**config.mk**
```make
export PLATFORM = sky130hd
export DESIGN_NAME = hazard_unit
export DESIGN_NICKNAME = d
export VERILOG_FILES = /design/src/rtl/cpu_pkg.sv /design/src/rtl/hazard_unit_muldiv_tracker.sv /design/src/rtl/hazard_unit.sv
export SDC_FILE = /design/constraint.sdc
export NUM_CORES = 1
export LEC_CHECK = 0
export BUFFER_PORTS_ARGS = -buffer_cell sky130_fd_sc_hd__buf_2
export CAP_MARGIN = 20
export CORE_ASPECT_RATIO = 0.6
export CORE_MARGIN = 2
export CORE_UTILIZATION = 52
export CTS_BUF_LIST = sky130_fd_sc_hd__clkbuf_4 sky130_fd_sc_hd__clkbuf_8
export CTS_CLUSTER_SIZE = 24
export DETAILED_ROUTE_END_ITERATION = 12
export PLACE_DENSITY = 0.8
export SLEW_MARGIN = 20
export SYNTH_ARGS = -nofsm -noshare
export SYNTH_HDL_FRONTEND = slang
export SYNTH_SLANG_ARGS = --single-unit
```
**constraint.sdc**
```tcl
create_clock -name clk -period 2.76 [get_ports clk]
set_input_delay 0 -clock clk [delete_from_list [all_inputs] [get_ports clk]]
set_output_delay 0 -clock clk [all_outputs]
set_load 0.01 [all_outputs]
```
**src/rtl/cpu_pkg.sv**
```systemverilog
// Shared CPU constants and types used by the pipeline hazard logic.
package cpu_pkg;

    localparam int unsigned REG_ADDR_W        = 5;
    localparam int unsigned PHYS_ADDR_W       = REG_ADDR_W + 1;
    localparam int unsigned MULDIV_CNT_W      = 4;
    localparam int unsigned MULDIV_CYCLES_DEF = 8;

    // Winning hazard source for the current cycle, highest priority first.
    typedef enum logic [1:0] {
        HZ_NONE  = 2'd0,
        HZ_MEM   = 2'd1,
        HZ_FLUSH = 2'd2,
        HZ_STALL = 2'd3
    } hz_cause_e;

endpackage

```
**src/rtl/hazard_unit_muldiv_tracker.sv**
```systemverilog
// Tracks the in-flight multiply/divide: loads on issue, counts down to idle.
module muldiv_tracker
    import cpu_pkg::*;
#(
    parameter int unsigned MULDIV_CYCLES = MULDIV_CYCLES_DEF
) (
    input  logic clk,
    input  logic rst,
    input  logic issue_i,
    output logic busy_o
);

    logic [MULDIV_CNT_W-1:0] cnt_q;
    logic [MULDIV_CNT_W-1:0] cnt_d;

    // The unit runs independently of the pipeline, so no stall freezes the count.
    always_comb begin
        cnt_d = cnt_q;
        if (issue_i) begin
            cnt_d = MULDIV_CNT_W'(MULDIV_CYCLES);
        end else if (cnt_q != '0) begin
            cnt_d = cnt_q - MULDIV_CNT_W'(1);
        end
    end

    always_ff @(posedge clk) begin
        if (rst) begin
            cnt_q <= '0;
        end else begin
            cnt_q <= cnt_d;
        end
    end

    assign busy_o = (cnt_q != '0);

endmodule

```
**src/rtl/hazard_unit.sv**
```systemverilog
// Decode-side hazard detector: load-use, muldiv occupancy and dcache stalls,
// producing stall/bubble/flush controls plus a saturating stall counter.
module hazard_unit
    import cpu_pkg::*;
#(
    parameter int unsigned REG_ADDR_WIDTH = PHYS_ADDR_W - 1,
    parameter int unsigned MULDIV_CYCLES  = MULDIV_CYCLES_DEF,
    parameter int unsigned CNT_WIDTH      = 32
) (
    input  logic                  clk,
    input  logic                  rst,
    input  logic                  dec_valid,
    input  logic                  dec_rs_enable,
    input  logic [REG_ADDR_WIDTH:0] dec_prs_addr,
    input  logic                  dec_rt_enable,
    input  logic [REG_ADDR_WIDTH:0] dec_prt_addr,
    input  logic                  dec_muldiv,
    input  logic                  dec_hilo_read,
    input  logic                  exec_valid,
    input  logic                  exec_wb_reg,
    input  logic                  exec_alu_en,
    input  logic [REG_ADDR_WIDTH:0] exec_write_addr,
    input  logic                  exec_branch_taken,
    input  logic                  mem_stall,
    output logic                  pc_stall,
    output logic                  dec_stall,
    output logic                  exec_stall,
    output logic                  exec_bubble,
    output logic                  fetch_flush,
    output logic                  dec_flush,
    output logic                  muldiv_busy,
    output logic [CNT_WIDTH-1:0]  stall_count
);

    logic            load_use;
    logic            muldiv_hz;
    logic            issue;
    hz_cause_e       cause;
    logic [CNT_WIDTH-1:0] stall_count_q;
    logic [CNT_WIDTH-1:0] stall_count_d;

    // A pending load only hazards when its consumer reads the same physical register.
    always_comb begin
        load_use  = dec_valid & exec_valid & exec_wb_reg & ~exec_alu_en &
                    ((dec_rs_enable & (dec_prs_addr == exec_write_addr)) |
                     (dec_rt_enable & (dec_prt_addr == exec_write_addr)));
        muldiv_hz = dec_valid & (dec_hilo_read | dec_muldiv) & muldiv_busy;
    end

    always_comb begin
        cause = HZ_NONE;
        if (mem_stall) begin
            cause = HZ_MEM;
        end else if (exec_branch_taken) begin
            cause = HZ_FLUSH;
        end else if (load_use | muldiv_hz) begin
            cause = HZ_STALL;
        end
    end

    always_comb begin
        pc_stall    = 1'b0;
        dec_stall   = 1'b0;
        exec_stall  = 1'b0;
        exec_bubble = 1'b0;
        fetch_flush = 1'b0;
        dec_flush   = 1'b0;
        unique case (cause)
            HZ_MEM: begin
                pc_stall   = 1'b1;
                dec_stall  = 1'b1;
                exec_stall = 1'b1;
            end
            HZ_FLUSH: begin
                fetch_flush = 1'b1;
                dec_flush   = 1'b1;
            end
            HZ_STALL: begin
                pc_stall    = 1'b1;
                dec_stall   = 1'b1;
                exec_bubble = 1'b1;
            end
            default: ;
        endcase
    end

    assign issue = dec_valid & dec_muldiv & (cause == HZ_NONE);

    muldiv_tracker #(
        .MULDIV_CYCLES (MULDIV_CYCLES)
    ) u_muldiv_tracker (
        .clk     (clk),
        .rst     (rst),
        .issue_i (issue),
        .busy_o  (muldiv_busy)
    );

    always_comb begin
        stall_count_d = stall_count_q;
        if (pc_stall && (stall_count_q != '1)) begin
            stall_count_d = stall_count_q + CNT_WIDTH'(1);
        end
    end

    always_ff @(posedge clk) begin
        if (rst) begin
            stall_count_q <= '0;
        end else begin
            stall_count_q <= stall_count_d;
        end
    end

    assign stall_count = stall_count_q;

endmodule

```
# Yosys cells after proc, flatten, opt, wreduce, memory -nomap -nowiden
# Cells that the tools add are included.
[word_totals] reg_bits=36
[op_classes] reduce_logical=6 mux=9 eq_ne=6 add_sub_neg=2 bitwise=14
[ops] cell="32-bit by 1-bit adder with 32-bit output, second input constant" count=1
[ops] cell="32-bit inequality test, second input constant" count=1
[ops] cell="6-bit equality test" count=2
[ops] cell="1-bit AND" count=10
[ops] cell="4-bit two-way mux" count=2
[ops] cell="2-bit two-way mux" count=3
[ops] cell="2-bit equality test, second input constant" count=2
[ops] cell="1-bit two-way mux" count=4
[ops] cell="4-bit nonzero test" count=1
[ops] cell="2-bit OR reduction" count=2
[ops] cell="4-bit by 1-bit subtractor with 4-bit output, second input constant" count=1
[ops] cell="1-bit bitwise OR" count=3
[ops] cell="2-bit by 1-bit equality test with 1-bit output, second input constant" count=1
[ops] cell="2-bit zero test" count=1
[ops] cell="2-bit nonzero test" count=1
[ops] cell="1-bit logical AND" count=1
[ops] cell="1-bit NOT" count=1

# Longest topological paths before layout
# Gate-level depths: netlist (run 1).
[depth] depth_word=12 ltp_mapped=11 mapped_depth_nobuf=8

# Cells and area by module
# Synthesis (run 1) repeated with hierarchy kept, for this count alone.
[hier_totals] cells_unflattened=250 hier_area_um2=2029.4
[modules_own_cells] module="hazard_unit" area_per_inst_um2=1825.5 seq_area_each_um2=640.6 n_inst=1 cells_per_inst=228
[modules_own_cells] module="muldiv_tracker" area_per_inst_um2=203.9 seq_area_each_um2=80.1 n_inst=1 cells_per_inst=22

# Worst setup path after synthesis (run 1)
# No wires, ideal clock.
[synth_timing] path_type="register -> register" start="reg u_muldiv_tracker.cnt_q[0]" end="reg stall_count_q[27], in the netlist stall_count[27]" arrival_time_ps=2195 setup_time_ps=123 synth_period_minus_slack_ps=2318 path_slack_ps=442 stages_incl_launch_ff=11 path_cell_list="dfxtp_1 inv_1 ha_1 or3b_1 buf_6 a311oi_4 a311oi_4 o21ai_2 buf_6 nor4_1 mux2_1"
[synth_via] elab_chain_cells=10 word_cells_on_any_way=11
[synth_lines] element="start, declared" line_no="hazard_unit_muldiv_tracker.sv:13" text="logic [MULDIV_CNT_W-1:0] cnt_q;"
[synth_lines] element="start signal, assigned" line_no="hazard_unit_muldiv_tracker.sv:30" text="cnt_q <= cnt_d;"
[synth_lines] element="4-bit nonzero test (*)" line_no="hazard_unit_muldiv_tracker.sv:34" text="assign busy_o = (cnt_q != '0);"
[synth_lines] element="via muldiv_busy" line_no="hazard_unit.sv:31" text="output logic muldiv_busy,"
[synth_lines] element="1-bit AND (*)" line_no="hazard_unit.sv:47" text="muldiv_hz = dec_valid & (dec_hilo_read | dec_muldiv) & muldiv_busy;"
[synth_lines] element="1-bit bitwise OR (*)" line_no="hazard_unit.sv:56" text="end else if (load_use | muldiv_hz) begin"
[synth_lines] element="2-bit two-way mux (*)" line_no="hazard_unit.sv:56"
[synth_lines] element="2-bit two-way mux (*)" line_no="hazard_unit.sv:54" text="end else if (exec_branch_taken) begin"
[synth_lines] element="2-bit two-way mux (*)" line_no="hazard_unit.sv:52" text="if (mem_stall) begin"
[synth_lines] element="2-bit equality test or 2-bit by 1-bit equality test with 1-bit output (tied branches)" line_no="hazard_unit.sv:68" text="unique case (cause)"
[synth_lines] element="2-bit OR reduction (no source line) (*)"
[synth_lines] element="1-bit two-way mux (*)" line_no="hazard_unit.sv:68"
[synth_lines] element="1-bit logical AND (*)" line_no="hazard_unit.sv:100" text="if (pc_stall && (stall_count_q != '1)) begin"
[synth_lines] element="end signal, assigned" line_no="hazard_unit.sv:109" text="stall_count_q <= stall_count_d;"
[synth_lines] element="end, declared" line_no="hazard_unit.sv:39" text="logic [CNT_WIDTH-1:0] stall_count_q;"
# The timed path passes the listed nets; every way through them passes the cells marked *.
# A chain may end at the register's enable or synchronous reset.

# Worst setup path after layout (run 1)
[layout_timing] start="reg u_muldiv_tracker.cnt_q[1]" end="reg stall_count_q[31], in the netlist stall_count[31]"
[layout_via] elab_chain_cells=10 word_cells_on_any_way=11
[layout_lines] element="4-bit nonzero test (*)" line_no="hazard_unit_muldiv_tracker.sv:34"
[layout_lines] element="1-bit AND (*)" line_no="hazard_unit.sv:47"
[layout_lines] element="1-bit bitwise OR (*)" line_no="hazard_unit.sv:56"
[layout_lines] element="2-bit two-way mux (*)" line_no="hazard_unit.sv:56"
[layout_lines] element="2-bit two-way mux (*)" line_no="hazard_unit.sv:54"
[layout_lines] element="2-bit two-way mux (*)" line_no="hazard_unit.sv:52"
[layout_lines] element="2-bit equality test or 2-bit by 1-bit equality test with 1-bit output (tied branches)" line_no="hazard_unit.sv:68"
[layout_lines] element="2-bit OR reduction (no source line) (*)"
[layout_lines] element="1-bit two-way mux (*)" line_no="hazard_unit.sv:68"
[layout_lines] element="1-bit logical AND (*)" line_no="hazard_unit.sv:100"
# Mark *: on every way between the ends. The rest lies on a longest branch, timed or not.

==> results of run 1 <==
==> kinds of logic after synthesis <==
kind of cell / count (synthesis)
compound gates: 58
xor+xnor: 22
fa+ha+maj: 3
buf+inv: 22
flops: 36
mux: 3
simple gates: 101
==> final cells by class <==
| cell class | instances | share of cell area [%] |
|---|---|---|
| clock inverter | 2 | 0.388 |
| timing repair buffer | 74 | 15.5 |
| clock buffer | 6 | 3.20 |
| sequential | 36 | 28.0 |
| multi-input combinational | 187 | 49.0 |
| inverter | 11 | 1.60 |
| tap | 47 | 2.28 |
==> where the power goes <==
part / switching (uW) / leakage, uW / internal [uW] / total, uW
clock: 196 / 0.0000510 / 199 / 395
sequential: 21.7 / 0.000291 / 547 / 568
combinational: 176 / 0.000726 / 148 / 324
==> timing repair <==
action / 4_1_cts / 5_1_grt
resized for setup: 0 / 1
endpoints found under the hold margin: 1 / 0
endpoints found under the setup margin: 0 / 2
hold buffers: 1 / 0
==> worst min-delay path, delay by kind of cell <==
| family | cells | cell delay, ps |
|---|---|---|
| simple gates | 1 | 80 |
| compound gates | 1 | 50 |
| buf+inv | 1 | 110 |
==> state kept, by name (all words and copies together) (netlist names) <==
| signal | flops |
|---|---|
| stall_count | 32 |
| u_muldiv_tracker.cnt_q | 4 |
==> worst max-delay path by stage <==
stage | endpoint | slack [ps] | cells after the start
after CTS | stall_count[31] | 70 | 9
after global routing | stall_count[31] | 60 | 9
after global placement | stall_count[31] | 290 | 9
after floorplan | stall_count[27] | 440 | 10
after detailed placement | stall_count[31] | 150 | 9
final | stall_count[31] | 190 | 9
==> per-layer routing <==
layer / GRT usage, % / vias up
li1: - / 1045
met2: 35.4 / 67
met1: 36.2 / 982
met4: 4.76 / 0
met5: 0 / -
met3: 5.46 / 7
==> cells in the final DEF (no fill, tap or decap), drive strengths merged, types with 6 or more instances in the layout <==
cell,n
buf,73
dfxtp,36
nor2,20
a21oi,20
nand2,15
o21ai,15
xnor2,14
or3,12
nand4,12
inv,11
nand3,9
or4,9
xor2,8
nor3,7
o31ai,6
clkbuf,6
==> stage by stage <==
stage	utilization, %	total power, uW	area (um2)	setup slack (ps)
after floorplan	-	824	2100	442
after global placement	65.7	875	2470	289
after detailed placement	65.7	890	2470	152
after CTS	68.4	1280	2570	65.8
after global routing	68.5	1360	2580	58.4
final	68.5	1290	2580	186
==> results.md, run 1 <==
- Status: completed
- Clk Latency, worst-skew pair: 290 ps
- Initial drt markers: 182
- Post-synth cell types: 47
- Ratio of cells with drive above 1 in the final layout: 30.1%
- Hold path start: dec_muldiv
- Area Growth Syn to Fin: 22.8%
- Hold Worst Slack: 2.55 ps
- Largest fanout on the critical path: 24
- Sequential standard cell area: 721 um2
- Clk_skew: 2.02 ps
- Mux cell area share after synthesis: 1.55%
- Post-Synth XOR/XNOR Area: 9.18%
- Critical path startpoint: u_muldiv_tracker.cnt_q[1]
- Chip width: 86.0 um
- H-tree depth: 2
- Vias per cell: 5.79
- Met1 WL: 2.64 mm
- Top post-synthesis cells by area: dfxtp_1 (34%), xnor2_1 (5.8%), a21oi_1 (4.8%), nor2_1 (3.6%), or3_1 (3.6%)
- Pwr dens: 499 nW/um2
- Final Max Slew Viols: 0
- Mapped Cells: 245
- Die Area: 4580 um2
- Initial antenna violation count: 0
- Syn avg cell area: 8.56 um2
- Routability congestion estimate: 0.754
- Synth Area in Compound Gates: 19.5%
- Core ar.: 3760 um2
- Seq/Total Area, Yosys: 34.3%
- TNS Setup: 0 ps
- Peak Freq: 0.389 GHz
- Worst hold stages: 3
- Final cycle utilization of the critical path: 93.3%
- Max Cap Viol: 0
- CP arrival: 2780 ps
- Worst hold path class: in2reg
- Largest delay share family, worst path: simple AND/OR/NAND/NOR gates
- Met3 WL: 346 um
- Crit-path cells: inv_1 -> ha_1 -> or3b_4 -> a311oi_4 -> a311oi_4 -> o21ai_2 -> buf_12 -> or4_1 -> a21oi_1
- Largest net degree at the start of global routing: 40
- CTS tree: done
- Maximum vdd drop: 288 uV
- FF-to-FF setup slack: 190 ps
- Final setup vio count: 0
- IO buf count: 68
- Met2 WL: 2.11 mm
- Post-Place Cells: 354
- Syn nets: 278
- Vias post-DR: 2,101
- CP peak stage delay: 510 ps
- Post-Route WL: 5.14 mm
- Highest metal used: met4
- CP Buf/Inv Count: 2
- Clock Sinks: 36
- Yosys reg bits: 36
- I/O Pins: 69
- Worst Reg-to-Reg Cells: 9
- Clk root buf: clkbuf_8
- Antenna viol nets, final: 0
- Most frequent CP cell: a311oi_4
- Worst setup EP type: flip-flop
- Hold path endpoint: u_muldiv_tracker.cnt_q[3]
- Layout Cells excl Fill: 363
- Static Leakage: 0.00107 uW
- Grt ovf: 0
- Worst path required time: 2970 ps
- Post-Syn Area: 2100 um2
- DR pass1 iterations: 4
- Worst-margin pin slew: 682 ps
- Largest area contributor in the netlist: dfxtp_1
- ANT cells: 0
- Clock transition at path regs: 70 ps
- Vias in the first global route: 1,836
- Top post-synthesis cells by count: dfxtp_1 (36), a21oi_1 (20), nor2_1 (20), nand2_1 (15), xnor2_1 (14)
- Rel. slew slack: 54.5%
- Total number of yosys warnings: 0
- Worst path slowest cell: or4_1
- Fillers: 317
- Die height: 53.2 um
- Simple-gate share of the synthesized area: 28.1%
- Minimum clock period: 2570 ps
- # rows: 17
- Yosys top cell area share: 34.3%
- DP HPWL: 3.83 mm
- All-Layer GR Usage: 24.3%
- Most frequent cell after synthesis: dfxtp_1
- EDFF count, synth: 0
- Ys flop type: dfxtp_1
- Reg-to-reg critical path endpoint: stall_count[31]
- First-pass GRT wire length: 8.64 mm
- Largest family of logic cells by synthesized area: simple AND/OR/NAND/NOR gates
- Clock buffer count from CTS: 5
- Starting density of the core: 55.7%
- CP startpoint kind: flip-flop
- RSZ-0062 raised after global routing: no
- Final layout net count: 348
- Post-synthesis adder-cell area fraction: 1.79%
- FFs w/ async S/R, synth: 0%
- Routed len/inst: 14.2 um
- Post-CTS setup buffer count: 0
- Area of the multi-input gates: 1260 um2
- Post-route DRC: 0
- Fin. Hold Viols: 0
- R2R Path Start: u_muldiv_tracker.cnt_q[1]
- Kind of critical path: reg2reg
- CTS Buffer Depth: 2
No activity file was read; power rests on OpenSTA's default activity.
==> run 2: changes to the inputs <==
--- a/config.mk
+++ b/config.mk
@@ -5,11 +5,12 @@
 export SDC_FILE = /design/constraint.sdc
 export NUM_CORES = 1
 export LEC_CHECK = 0
+export ABC_AREA = 1
 export BUFFER_PORTS_ARGS = -buffer_cell sky130_fd_sc_hd__buf_2
 export CAP_MARGIN = 20
 export CORE_ASPECT_RATIO = 0.6
 export CORE_MARGIN = 2
-export CORE_UTILIZATION = 52
+export CORE_UTILIZATION = 55
 export CTS_BUF_LIST = sky130_fd_sc_hd__clkbuf_4 sky130_fd_sc_hd__clkbuf_8
 export CTS_CLUSTER_SIZE = 24
 export DETAILED_ROUTE_END_ITERATION = 12
==> constraint.sdc (replaced) <==
create_clock -name clk -period 2.6 [get_ports clk]
set_input_delay 0 -clock clk [delete_from_list [all_inputs] [get_ports clk]]
set_output_delay 0 -clock clk [all_outputs]
set_load 0.01 [all_outputs]
==> run 2 against run 1 <==
  * Non-clock buffer count is 2 lower
  * Clock skew is 2.2 ps higher
  * Clock power is 5.8% higher
  * Routed wire length is 51% higher
  * Critical path type unchanged
==> results.md, run 2 <==
- # rows: 19 (was 17)
- Sequential standard cell area: 721 um2 (unchanged)
- ANT cells: 0 (unchanged)
- H-tree depth: 2 (unchanged)
- Ys flop type: dfxtp_1 (unchanged)
- Routability congestion estimate: 1.01 (was 0.754)
- IO buf count: 68 (unchanged)
- TNS Setup: 0 ps (unchanged)
- Clk_skew: 4.20 ps (was 2.02 ps)
- Fin. Hold Viols: 0 (unchanged)
- Gates resized, CTS repair: 0 (unchanged)
- I/O Pins: 69 (unchanged)
- Vias per cell: 5.39 (was 5.79)
- Logic gate share of total power: 28.4% (was 25.1%)
- Largest register FFs: 32 (unchanged)
- Yosys reg bits: 36 (unchanged)
- Pwr dens: 454 nW/um2 (was 499 nW/um2)
- Vias in the first global route: 2,660 (was 1,836)
- Antenna viol nets, final: 0 (unchanged)
- Peak Freq: 0.437 GHz (was 0.389 GHz)
- Largest net degree at the start of global routing: 34 (was 40)
- FF-to-FF setup slack: 310 ps (was 190 ps)
- Static Leakage: 0.00146 uW (was 0.00107 uW)
- Fillers: 448 (was 317)
- Largest fanout on the critical path: 33 (was 24)
- Final setup vio count: 0 (unchanged)
- Worst path slowest cell: nand3_2 (was or4_1)
- Mapped Cells: 457 (was 245)
- Worst Reg-to-Reg Cells: 9 (unchanged)
- RSZ-0062 raised after global routing: no (unchanged)
- Reg-to-reg critical path endpoint: stall_count[24] (was stall_count[31])
- Die height: 58.6 um (was 53.2 um)
- DP HPWL: 5.81 mm (was 3.83 mm)
- Ratio of cells with drive above 1 in the final layout: 18.9% (was 30.1%)
- Sw power: 502 uW (was 394 uW)
- Commonest non-fill, non-tap cell in the layout: nand2_1 (was buf_2)
- Worst path required time: 2810 ps (was 2970 ps)
- Worst setup EP type: flip-flop (unchanged)
- Post-synth cell types: 29 (was 47)
- Clock transition at path regs: 80 ps (was 70 ps)
- Final layout net count: 550 (was 348)
- Initial antenna violation count: 0 (unchanged)
- Max Cap Viol: 0 (unchanged)
- Layout Cells excl Fill: 581 (was 363)
- Final Max Slew Viols: 0 (unchanged)
- Commonest non-fill, non-tap cells in the layout: nand2_1 (165), buf_2 (68), inv_1 (49) (was buf_2 (68), dfxtp_1 (36), nor2_1 (20), a21oi_1 (20), nand2_1 (15))
- Post-CTS setup buffer count: 0 (unchanged)
- Status: completed (unchanged)
- All-Layer GR Usage: 29.4% (was 24.3%)
- CP startpoint kind: flip-flop (unchanged)
- Hold path start: exec_branch_taken (was dec_muldiv)
- Syn nets: 490 (was 278)
- Kind of critical path: reg2reg (unchanged)
- Largest area contributor in the netlist: dfxtp_1 (unchanged)
- Vias post-DR: 3,134 (was 2,101)
- CP peak stage delay: 480 ps (was 510 ps)
- Worst-margin pin slew: 685 ps (was 682 ps)
- Placed cell area: 3080 um2 (was 2470 um2)
- Final cycle utilization of the critical path: 88.0% (was 93.3%)
- Maximum vdd drop: 523 uV (was 288 uV)
- Most frequent cell after synthesis: nand2_1 (was dfxtp_1)
- CTS Buffer Depth: 2 (unchanged)
- Area of the multi-input gates: 1720 um2 (was 1260 um2)
- EDFF count, synth: 0 (unchanged)
- DR pass1 iterations: 6 (was 4)
- Rel. slew slack: 54.3% (was 54.5%)
- CP arrival: 2500 ps (was 2780 ps)
- Switching share of power: 34.8% (was 30.6%)
- Clock buffer count from CTS: 5 (unchanged)
- Top post-synthesis cells by count: nand2_1 (165), inv_1 (49), nor2_1 (43), dfxtp_1 (36), a21oi_1 (34) (was dfxtp_1 (36), a21oi_1 (20), nor2_1 (20), nand2_1 (15), xnor2_1 (14))
- Post-Syn Area: 2740 um2 (was 2100 um2)
- Worst hold path class: in2reg (unchanged)
- Minimum clock period: 2290 ps (was 2570 ps)
- First-pass GRT wire length: 12.7 mm (was 8.64 mm)
- Seq pwr share: 42.5% (was 44.2%)
- Seq/Total Area, Yosys: 26.3% (was 34.3%)
- Total number of yosys warnings: 0 (unchanged)
- Hold path endpoint: u_muldiv_tracker.cnt_q[3] (unchanged)
- FFs w/ async S/R, synth: 0% (unchanged)
- Grt ovf: 0 (unchanged)
- Clock Sinks: 36 (unchanged)
- Initial drt markers: 290 (was 182)
- Post-route cell area: 3170 um2 (was 2580 um2)
- CTS tree: done (unchanged)
- Worst hold stages: 4 (was 3)
- Clk pwr share: 29.1% (was 30.7%)
- Post-Place Cells: 573 (was 354)
- Post-route DRC: 0 (unchanged)
- Post-Route WL: 7.78 mm (was 5.14 mm)
- Hold buffer count at cts: 0 (was 1)
- Starting density of the core: 58.4% (was 55.7%)
- Chip width: 95.1 um (was 86.0 um)
- Syn avg cell area: 5.99 um2 (was 8.56 um2)
- Routed len/inst: 13.4 um (was 14.2 um)
- Clk Latency, worst-skew pair: 280 ps (was 290 ps)
- Area Growth Syn to Fin: 16.0% (was 22.8%)
- Clk root buf: clkbuf_8 (unchanged)
- Top post-synthesis cells by area: dfxtp_1 (26%), nand2_1 (23%), nand4_1 (7.3%), inv_1 (6.7%), a21oi_1 (6.2%) (was dfxtp_1 (34%), xnor2_1 (5.8%), a21oi_1 (4.8%), nor2_1 (3.6%), or3_1 (3.6%))
- Crit-path cells: ha_1 -> nand2_2 -> nor2_4 -> nand2_2 -> nor2_4 -> nand4_4 -> nand3_2 -> nand2_1 -> a21oi_1 (was inv_1 -> ha_1 -> or3b_4 -> a311oi_4 -> a311oi_4 -> o21ai_2 -> buf_12 -> or4_1 -> a21oi_1)
- Core ar.: 4680 um2 (was 3760 um2)
- Die Area: 5570 um2 (was 4580 um2)
- R2R Path Start: stall_count[0] (was u_muldiv_tracker.cnt_q[1])
- Yosys top cell area share: 26.3% (was 34.3%)
- P_int: 938 uW (was 894 uW)
-- run 2: cell count changes after synthesis, sizes merged, moves of 14 or more --
cell	before	now
inv	11	51
nor2	20	49
nand2	15	169
a21oi	20	34
nand4	12	33
-- run 2: power by group through the flow --
stage	registers [uW]	logic (uW)	clock network, uW
after detailed placement	625	404	0
after global routing	618	465	444
after global placement	623	386	0
final	612	409	418
after CTS	612	405	428
after floorplan	623	302	0
-- run 2: kinds of logic (layout without fill, tap and decap cells) --
logic type | Yosys count | after routing | share of synthesized area, %
AND/OR/NAND/NOR | 291 | 291 | 48.5
buffers and inverters | 70 | 131 | 10.8
AO/OA/AOI/OAI | 41 | 41 | 7.86
flip-flops | 36 | 36 | 26.3
XOR/XNOR | 16 | 16 | 5.12
adder cells (fa/ha/maj) | 3 | 3 | 1.37
-- run 2: through the flow --
| stage | hold slack [ps] | utilization [%] | worst slack [ps] | total power (uW) |
|---|---|---|---|---|
| after floorplan | 47.5 | - | 820 | 924 |
| after global placement | 233 | 65.8 | 383 | 1010 |
| after detailed placement | 232 | 65.8 | 333 | 1030 |
| after CTS | 50.8 | 67.8 | 313 | 1450 |
| after global routing | 77.3 | 67.8 | 84.0 | 1530 |
| final | 62.9 | 67.8 | 312 | 1440 |
-- run 2: metal layers --
metal | share of wire, % | global-route usage [%]
met5 | 0 | 0
met4 | 0.49 | 3.52
met3 | 9.9 | 6.27
met2 | 40 | 41.6
met1 | 49 | 46.4
-- run 2: worst max-delay path, delay by kind of cell, from the launching register on --
kind            cells  cell delay [ps]
simple gates        7             1310
flops               1              420
fa+ha+maj           1              290
compound gates      1              160
-- run 2: worst max-delay path by stage --
stage                    from               to  slack, ps  depth (start not counted)
2_1_floorplan  stall_count[0]  stall_count[10]        820                          9
3_3_place_gp   stall_count[0]   stall_count[0]        380                         10
3_5_place_dp   stall_count[0]   stall_count[0]        330                         10
4_1_cts        stall_count[0]   stall_count[0]        310                         10
5_1_grt        stall_count[0]  stall_count[11]         80                          9
6_report       stall_count[0]  stall_count[24]        310                          9
-- run 2: layout make-up --
| cell class | instances | area share (%) |
|---|---|---|
| flip-flops and latches | 36 | 22.7 |
| repair buffers | 72 | 11.7 |
| multi-input cells | 351 | 54.2 |
| well taps | 63 | 2.48 |
| inverters | 51 | 6.03 |
| clock inverters | 2 | 0.315 |
| clock buffers | 6 | 2.60 |
==> run 3: changes to the inputs <==
--- a/config.mk
+++ b/config.mk
@@ -8,9 +8,11 @@
 export ABC_AREA = 1
 export BUFFER_PORTS_ARGS = -buffer_cell sky130_fd_sc_hd__buf_2
 export CAP_MARGIN = 20
+export CELL_PAD_IN_SITES_DETAIL_PLACEMENT = 2
+export CELL_PAD_IN_SITES_GLOBAL_PLACEMENT = 2
 export CORE_ASPECT_RATIO = 0.6
 export CORE_MARGIN = 2
-export CORE_UTILIZATION = 55
+export CORE_UTILIZATION = 28
 export CTS_BUF_LIST = sky130_fd_sc_hd__clkbuf_4 sky130_fd_sc_hd__clkbuf_8
 export CTS_CLUSTER_SIZE = 24
 export DETAILED_ROUTE_END_ITERATION = 12
==> run 3 against run 2 <==
  * Clock skew is 5.4 ps higher
  * Die area is 90% higher
  * Critical path depth is 1 higher
  * Register-to-register slack better by 80 ps
  * Core utilization is 32 points lower
  * Global-route usage is 6.5 points lower
  * Critical endpoint is now stall_count[16]
  * Largest cell class unchanged
  * Highest routed layer unchanged
==> results.md, run 3 (synthesized netlist as in run 2, its figures left out) <==
- Status: completed (unchanged)
- Routed len/inst: 17.9 um (was 13.4 um)
- Post-CTS setup buffer count: 0 (unchanged)
- Clk root buf: clkbuf_8 (unchanged)
- Worst-margin pin slew: 679 ps (was 685 ps)
- RSZ-0062 raised after global routing: no (unchanged)
- Switching share of power: 32.0% (was 34.8%)
- Highest metal used: met4 (unchanged)
- Seq pwr share: 34.3% (was 42.5%)
- Post-route cell area: 3350 um2 (was 3170 um2)
- Gates resized, CTS repair: 0 (unchanged)
- Clock Sinks: 36 (unchanged)
- CP arrival: 2440 ps (was 2500 ps)
- Final Max Slew Viols: 0 (unchanged)
- Final setup vio count: 0 (unchanged)
- First-pass GRT wire length: 18.9 mm (was 12.7 mm)
- Hold buffer count at cts: 0 (unchanged)
- Met3 WL: 531 um (was 770 um)
- Vias in the first global route: 3,503 (was 2,660)
- IO buf count: 68 (unchanged)
- P_int: 1220 uW (was 938 uW)
- Fillers: 1,209 (was 448)
- Clk pwr share: 41.0% (was 29.1%)
- Clk Latency, worst-skew pair: 310 ps (was 280 ps)
- Static Leakage: 0.00150 uW (was 0.00146 uW)
- Ratio of cells with drive above 1 in the final layout: 19.2% (was 18.9%)
- Vias per cell: 5.02 (was 5.39)
- Met2 WL: 4.95 mm (was 3.13 mm)
- Area Growth Syn to Fin: 22.5% (was 16.0%)
- Logic gate share of total power: 24.7% (was 28.4%)
- CTS Buffer Depth: 2 (unchanged)
- DR pass1 iterations: 4 (was 6)
- Largest net degree at the start of global routing: 34 (unchanged)
- Final layout net count: 552 (was 550)
- TNS Setup: 0 ps (unchanged)
- Sw power: 571 uW (was 502 uW)
- Peak Freq: 0.453 GHz (was 0.437 GHz)
- Die Area: 10,600 um2 (was 5570 um2)
- Met1 WL: 6.06 mm (was 3.85 mm)
- Vias post-DR: 3,264 (was 3,134)
- Commonest non-fill, non-tap cells in the layout: nand2_1 (165), buf_2 (68), inv_1 (49) (unchanged)
- Clock buffer count from CTS: 5 (unchanged)
- Placed cell area: 3190 um2 (was 3080 um2)
- DP HPWL: 9.04 mm (was 5.81 mm)
- Max Cap Viol: 0 (unchanged)
- Util after Layout: 35.9% (was 67.8%)
- Minimum clock period: 2210 ps (was 2290 ps)
- Worst setup EP type: flip-flop (unchanged)
- Chip width: 132 um (was 95.1 um)
- Rel. slew slack: 54.8% (was 54.3%)
- Worst path required time: 2830 ps (was 2810 ps)
- Antenna viol nets, final: 0 (unchanged)
- Initial drt markers: 107 (was 290)
- Die height: 80.6 um (was 58.6 um)
- Commonest non-fill, non-tap cell in the layout: nand2_1 (unchanged)
- Clock transition at path regs: 90 ps (was 80 ps)
- Post-route DRC: 0 (unchanged)
- Pwr dens: 533 nW/um2 (was 454 nW/um2)
- ANT cells: 0 (unchanged)
- Maximum vdd drop: 293 uV (was 523 uV)
- I/O Pins: 69 (unchanged)
- All-Layer GR Usage: 22.8% (was 29.4%)
- Starting density of the core: 29.3% (was 58.4%)
- Clk_skew: 9.63 ps (was 4.20 ps)
- Worst hold path class: in2reg (unchanged)
- CTS tree: done (unchanged)
- Fin. Hold Viols: 0 (unchanged)
- Final cycle utilization of the critical path: 84.9% (was 88.0%)
- Routability congestion estimate: 0.952 (was 1.01)
- Largest register FFs: 32 (unchanged)
- Post-Route WL: 11.6 mm (was 7.78 mm)
- Largest fanout on the critical path: 23 (was 33)
- Core ar.: 9320 um2 (was 4680 um2)
- CP startpoint kind: flip-flop (unchanged)
- H-tree depth: 2 (unchanged)
- Kind of critical path: reg2reg (unchanged)
- Grt ovf: 0 (unchanged)
- # rows: 27 (was 19)
- Initial antenna violation count: 0 (unchanged)
-- run 3: cell types whose count changed in the layout (fill, tap and decap cells not counted), sizes merged --
cell and delta:
bufinv +3, clkbuf -1, clkinv -2, buf +2
-- run 3: metal layers --
metal / up-vias / track usage (%)
met2: 57 / 37.0
met3: 8 / 4.04
met4: 0 / 3.48
met1: 1613 / 32.3
li1: 1586 / -
met5: - / 0
-- run 3: layout make-up --
type                            count  area, um2  area share [%]
Sequential cell                    36        721            21.5
Inverter                           51        191            5.71
Clock buffer                        5       68.8            2.05
Timing Repair Buffer               74        398            11.9
Multi-Input combinational cell    351       1720            51.3
Tap cell                          130        163            4.85
Clock inverter                      3       90.1            2.69
-- run 3: metrics by stage --
| step | instances | total power, uW | hold slack [ps] | worst slack (ps) |
|---|---|---|---|---|
| 3_3_place_gp | 642 | 1040 | 236 | 615 |
| 4_1_cts | 650 | 1800 | 24.6 | 426 |
| 2_1_floorplan | 457 | 924 | 47.5 | 820 |
| 3_5_place_dp | 642 | 1070 | 240 | 440 |
| 5_1_grt | 650 | 1870 | 87.6 | 247 |
| 6_report | 650 | 1790 | 32.7 | 393 |
-- run 3: worst paths after layout --
| path | startpoint | endpoint | slack [ps] | cells after the start |
|---|---|---|---|---|
| max | stall_count[0] | stall_count[16] | 390 | 10 |
| min | exec_branch_taken | u_muldiv_tracker.cnt_q[3] | 30 | 4 |
| max reg2reg | stall_count[0] | stall_count[16] | 390 | 10 |
| min reg2reg | u_muldiv_tracker.cnt_q[0] | u_muldiv_tracker.cnt_q[0] | 480 | 2 |
-- run 3: power by group through the flow --
stage	Combinational, uW	Clock [uW]	Sequential (uW)
5_1_grt	496	758	620
6_report	441	733	613
4_1_cts	448	739	614
2_1_floorplan	302	0	623
3_3_place_gp	417	0	622
3_5_place_dp	446	0	626
-- run 3: critical path: stages (launching register included) --
cell	delay [ps]
dfxtp_1	440
ha_1	280
nand2_2	110
nor2_4	160
nand2_2	130
nor2_4	170
nand4_4	100
nand3_2	250
buf_12	210
nand2_1	90
a21oi_1	150
